## src/rtl/nibble_deserializer_pkg.sv

```systemverilog
// Shared definitions for the nibble deserializer and the loadable register it
// feeds.
//   state_t       : deserializer FSM encoding (IDLE, DATA, STOP)
//   DEFAULT_WIDTH : word size shared by the deserializer and the register
package nibble_deserializer_pkg;

    typedef enum logic [1:0] {
        IDLE = 2'd0,
        DATA = 2'd1,
        STOP = 2'd2
    } state_t;

    localparam int DEFAULT_WIDTH = 4;

endpackage

```

## src/rtl/nibble_deserializer.sv

```systemverilog
// Serial-to-parallel front end for a WIDTH-bit loadable register.
// Frames are one start bit (0), WIDTH data bits and one stop bit (1). A good
// frame updates D and pulses load for one cycle. A bad stop bit pulses
// frame_err instead and leaves D untouched.
//
// Ports:
//   Clk        in   system clock, rising edge
//   reset      in   synchronous active-high reset
//   sin        in   serial data bit, sampled only while sin_valid=1
//   sin_valid  in   bit strobe, one bit consumed per strobe
//   D          out  last correctly framed word
//   load       out  one-cycle pulse marking D as new
//   frame_err  out  one-cycle pulse on a bad stop bit
//   busy       out  high while a frame is in progress
module nibble_deserializer
    import nibble_deserializer_pkg::*;
#(
    parameter int WIDTH     = DEFAULT_WIDTH,
    parameter bit LSB_FIRST = 1'b1
) (
    input  logic             Clk,
    input  logic             reset,
    input  logic             sin,
    input  logic             sin_valid,
    output logic [WIDTH-1:0] D,
    output logic             load,
    output logic             frame_err,
    output logic             busy
);

    // WIDTH=2 would give a 1-bit counter anyway; the guard keeps CW >= 1.
    localparam int CW = (WIDTH > 2) ? $clog2(WIDTH) : 1;
    localparam logic [CW-1:0] LAST_BIT = CW'(WIDTH - 1);

    state_t           state_q, state_d;
    logic [CW-1:0]    cnt_q, cnt_d;
    logic [WIDTH-1:0] shift_q, shift_d;
    logic [WIDTH-1:0] data_q, data_d;
    logic             load_q, load_d;
    logic             err_q, err_d;

    // State register. Reset wins over any strobe on the same edge, so a stop
    // bit sampled together with reset is discarded.
    always_ff @(posedge Clk) begin
        if (reset) begin
            state_q <= IDLE;
            cnt_q   <= '0;
            shift_q <= '0;
            data_q  <= '0;
            load_q  <= 1'b0;
            err_q   <= 1'b0;
        end else begin
            state_q <= state_d;
            cnt_q   <= cnt_d;
            shift_q <= shift_d;
            data_q  <= data_d;
            load_q  <= load_d;
            err_q   <= err_d;
        end
    end

    // Next-state logic. Without a strobe everything holds and the two pulse
    // outputs fall back to 0.
    always_comb begin
        state_d = state_q;
        cnt_d   = cnt_q;
        shift_d = shift_q;
        data_d  = data_q;
        load_d  = 1'b0;
        err_d   = 1'b0;
        if (sin_valid) begin
            case (state_q)
                IDLE: begin
                    if (!sin) begin
                        state_d = DATA;
                        cnt_d   = '0;
                    end
                end
                DATA: begin
                    // Shifting right means that after WIDTH shifts the first
                    // bit sits in bit 0. Shifting left puts it in the MSB.
                    if (LSB_FIRST) begin
                        shift_d = {sin, shift_q[WIDTH-1:1]};
                    end else begin
                        shift_d = {shift_q[WIDTH-2:0], sin};
                    end
                    if (cnt_q == LAST_BIT) begin
                        state_d = STOP;
                    end else begin
                        cnt_d = cnt_q + CW'(1);
                    end
                end
                STOP: begin
                    // A 0 here is a framing error. It is not taken as the
                    // start bit of a new frame.
                    if (sin) begin
                        data_d = shift_q;
                        load_d = 1'b1;
                    end else begin
                        err_d = 1'b1;
                    end
                    state_d = IDLE;
                end
                default: begin
                    state_d = IDLE;
                end
            endcase
        end
    end

    assign D         = data_q;
    assign load      = load_q;
    assign frame_err = err_q;
    assign busy      = (state_q != IDLE);

endmodule
```

## config.mk

```make
export PLATFORM = sky130hd
export DESIGN_NAME = nibble_deserializer
export DESIGN_NICKNAME = d
export VERILOG_FILES = /design/src/rtl/nibble_deserializer_pkg.sv /design/src/rtl/nibble_deserializer.sv
export SDC_FILE = /design/constraint.sdc
export NUM_CORES = 1
export LEC_CHECK = 0
export CORE_ASPECT_RATIO = 0.9
export CORE_MARGIN = 2
export CORE_UTILIZATION = 40
export DETAILED_ROUTE_END_ITERATION = 10
export PLACE_DENSITY_LB_ADDON = 0.15
export SYNTH_ARGS = -nofsm -noshare
export SYNTH_HDL_FRONTEND = slang
export SYNTH_SLANG_ARGS = --single-unit
```

## constraint.sdc

```tcl
create_clock -name Clk -period 1.3 [get_ports Clk]
set_input_delay 0.26 -clock Clk [delete_from_list [all_inputs] [get_ports Clk]]
set_output_delay 0.26 -clock Clk [all_outputs]
set_load 0.05 [all_outputs]
```

==> flow_summary.rst <==
.. list-table::
   :header-rows: 1

   * - Metric
     - Value
   * - Total wirelength of the detailed-routed design
     - 1240 um
   * - Unique masters post-synth
     - 24
   * - Yosys Warn Count
     - 0
   * - Initial core utilization
     - 42.6%
   * - Layout Area Growth over Synthesis
     - 51.3%
   * - Final hold slack
     - 0.430 ns
   * - Post-placement worst setup slack
     - -0.333 ns
   * - Share of total power consumed by net switching
     - 24.9%
   * - Yosys top cell by area
     - dfxtp_1
   * - Maximum count of clock buffers along a single path
     - 2
   * - Most used flip-flop cell after synthesis
     - dfxtp_1
   * - Post-layout utilization of the core
     - 64.4%
   * - Required time worst endpoint
     - 1.51 ns
   * - Worst Clk Skew
     - 0.00732 ns
   * - Data arrival time of the critical path
     - 1.56 ns
   * - I/O pin total
     - 11
   * - Number of endpoints with negative hold slack in the final report
     - 0
   * - Post-synth ARST share
     - 0%
   * - Top-area cell type share of the netlist area
     - 46.0%
   * - Number of buffers created by CTS
     - 3
   * - Global-route congestion overflow total
     - 0
   * - Master of the slowest instance on the critical path
     - or4_4
   * - Biggest area contributors in the synthesized netlist
     - dfxtp_1 46%, mux2i_1 13%, nor2_1 5.5%, buf_6 3.7%, nand3b_1 3.7%
   * - Average wire length per cell after detail routing
     - 12.7 um
   * - Routed vias
     - 495
   * - Clock power frac
     - 29.7%
   * - Clock Latency Late Sink
     - 0.28 ns
   * - Detailed Route Iter0 Violations
     - 5
   * - Net switching power figure
     - 0.203 mW
   * - Htree depth
     - 1
   * - Final Net Count
     - 90
   * - Final Worst Setup Slack
     - -0.0515 ns
   * - Gate power share
     - 15.8%
   * - Critical path class
     - reg2reg
   * - EDFF count, synth
     - 0
   * - Synth Area per Inst
     - 9.99 um^2
   * - Post-synth design cell area
     - 609 um^2
   * - Horizontal extent of the die
     - 45.1 um
   * - Number of max-cap violations
     - 0
   * - Cells along the critical path
     - ha_4 -> and2_4 -> or4_4 -> a21oi_2
   * - Synthesized instance count
     - 61
   * - Number of inserted diodes
     - 0
   * - Violations in the final reports
     - setup timing
   * - Area of the core region
     - 1430 um^2
   * - Pins over their slew limit
     - 0
   * - Cell at the root of the clock tree
     - clkbuf_4
   * - CP endpoint kind
     - register
   * - Wire length of the first global-routing pass
     - 2050 um
   * - Number of input and output port buffers inserted
     - 10
   * - Least-Margin Pin Slew
     - 0.318 ns
   * - Setup violations, final
     - 1
   * - Vias in the first global route
     - 425
   * - Post-synthesis sequential area ratio
     - 46.0%
   * - Normalized max-slew margin
     - 78.6%
   * - Setup crit start kind
     - register
   * - Site row count
     - 13
   * - Highest cell delay on the worst timing path
     - 0.51 ns
   * - Worst Path Max Fanout
     - 2
   * - Hold bufs inserted after CTS
     - 0
   * - Detailed Place HPWL
     - 831 um
   * - Pin count of the biggest net entering global routing
     - 15
   * - Leading cell types by count after synthesis
     - 14 x dfxtp_1, 9 x nor2_1, 8 x mux2i_1, 4 x a21oi_1, 3 x nand3b_1
   * - Flops & latches, synth
     - 14
   * - Final critical path time including I/O delays and setup
     - 1.35 ns
   * - Crit share post-route
     - 104%
   * - CTS sink count
     - 14
   * - Most used standard cell by instance count after synthesis
     - dfxtp_1
   * - Sequential share of power
     - 54.6%
   * - Power Density
     - 884 nW/um^2
   * - Initial antenna violation count
     - 0
   * - DIE HEIGHT
     - 41.0 um
   * - Leakage
     - 0.417 nW
   * - Fraction of final layout cells sized beyond drive strength 1
     - 39.8%
   * - Drt pass-1 iters
     - 4
   * - Vias per cell
     - 5.05
   * - Combined global-route utilization of all metal layers
     - 16.7%
   * - Worst hold path type
     - in2reg
   * - Clock tree from TritonCTS
     - yes
   * - Run status
     - complete, but fails checks
   * - Maximum clock frequency
     - 740 MHz
   * - Post-detailed-route DRC marker count
     - 0
   * - Die ar.
     - 1850 um^2
   * - ANT nets after route
     - 0
   * - Maximum ir drop on the vdd rail
     - 550 uV
   * - Internal power
     - 0.612 mW
   * - RSZ-0062 raised after global routing
     - yes
   * - Clock input transition at the sequential cells of the worst setup and hold paths
     - 0.09 ns
   * - Number of nets in the synthesized netlist
     - 66
   * - Global placer's final weighted congestion
     - 0.758
## final cells by class
type                    instances  area (um^2)
fillers                       113          509
multi-input cells              42          317
flip-flops and latches         14          290
repair buffers                 23          270
clock buffers                   3         22.5
well taps                      15         18.8
inverters                       1         3.75
## logic make-up (layout without fill, tap and decap cells)
group,Yosys count,count (layout),share of synthesized area (%)
buffers and inverters,5,27,5.75
multiplexers,8,8,13.1
AO/OA/AOI/OAI,8,8,7.39
flip-flops,14,14,46.0
adder cells (fa/ha/maj),1,1,2.05
AND/OR/NAND/NOR,25,25,25.7
## timing repair
action / CTS / global route
endpoints found under the setup margin: 2 / 10
buffers inserted: 3 / 0
cloned: 0 / 0
pin swaps: 2 / 3
resized for setup: 8 / 1
## routing by layer
| layer | vias to the layer above | wire length, um | share of wire, % | GRT usage, % |
|---|---|---|---|---|
| met5 | - | 0 | 0 | 0 |
| met3 | 2 | 43 | 3.5 | 4.41 |
| met1 | 227 | 635 | 51 | 22.5 |
| met2 | 9 | 551 | 44 | 24.3 |
| met4 | 0 | 12 | 0.97 | 8.82 |
| li1 | 257 | - | - | - |
## state kept, by name, indices dropped and copies added (netlist names)
signal / count
cnt_q: 2
D: 4
shift_q: 4
frame_err: 1
state_q: 2
load: 1
## power groups by stage
stage | Sequential (mW) | Clock, mW | Combinational [mW]
floorplan | 0.453 | 0 | 0.0713
global placement | 0.461 | 0 | 0.111
detailed placement | 0.461 | 0 | 0.111
CTS | 0.445 | 0.258 | 0.128
global route | 0.446 | 0.271 | 0.138
finish | 0.445 | 0.242 | 0.128
## worst max-delay path, delay by kind of cell (launching register included)
family	cells	cell delay [ns]
DFF	1	0.35
AOI/OAI and AO/OA	1	0.14
adders and majority gates	1	0.15
and+or+nand+nor	2	0.64
## path summary, 6_finish.rpt
path | startpoint | end | slack, ns | cells past startpoint
worst max-delay path | cnt_q[1] | cnt_q[1] | -0.05 | 4
worst min-delay path | sin_valid | cnt_q[1] | 0.43 | 4
worst max register to register | cnt_q[1] | cnt_q[1] | -0.05 | 4
worst min register to register | shift_q[0] | shift_q[0] | 0.50 | 2
## per-stage QoR
step	cells	cell area, um^2	TNS [ns]	total power, mW
floorplan	61	623	0	0.525
global placement	92	856	-2.40	0.572
detailed placement	92	856	-2.62	0.573
CTS	98	920	-0.0860	0.831
global route	98	922	-0.0999	0.855
finish	98	922	-0.0515	0.815
## layout by cell type, fill, tap and decap left out, types with 2 or more instances in the layout
cell and instances:
mux2i_1 8, o31ai_1 2, buf_12 7, a21oi_1 3
dfxtp_1 10, clkbuf_4 3, o21ai_0 2, dfxtp_4 2
nand2b_1 2, nor2_1 9, buf_4 13, dfxtp_2 2
clkdlybuf4s50_1 2, nand3b_1 3
Note: power is estimated with default switching activity, not from simulation.
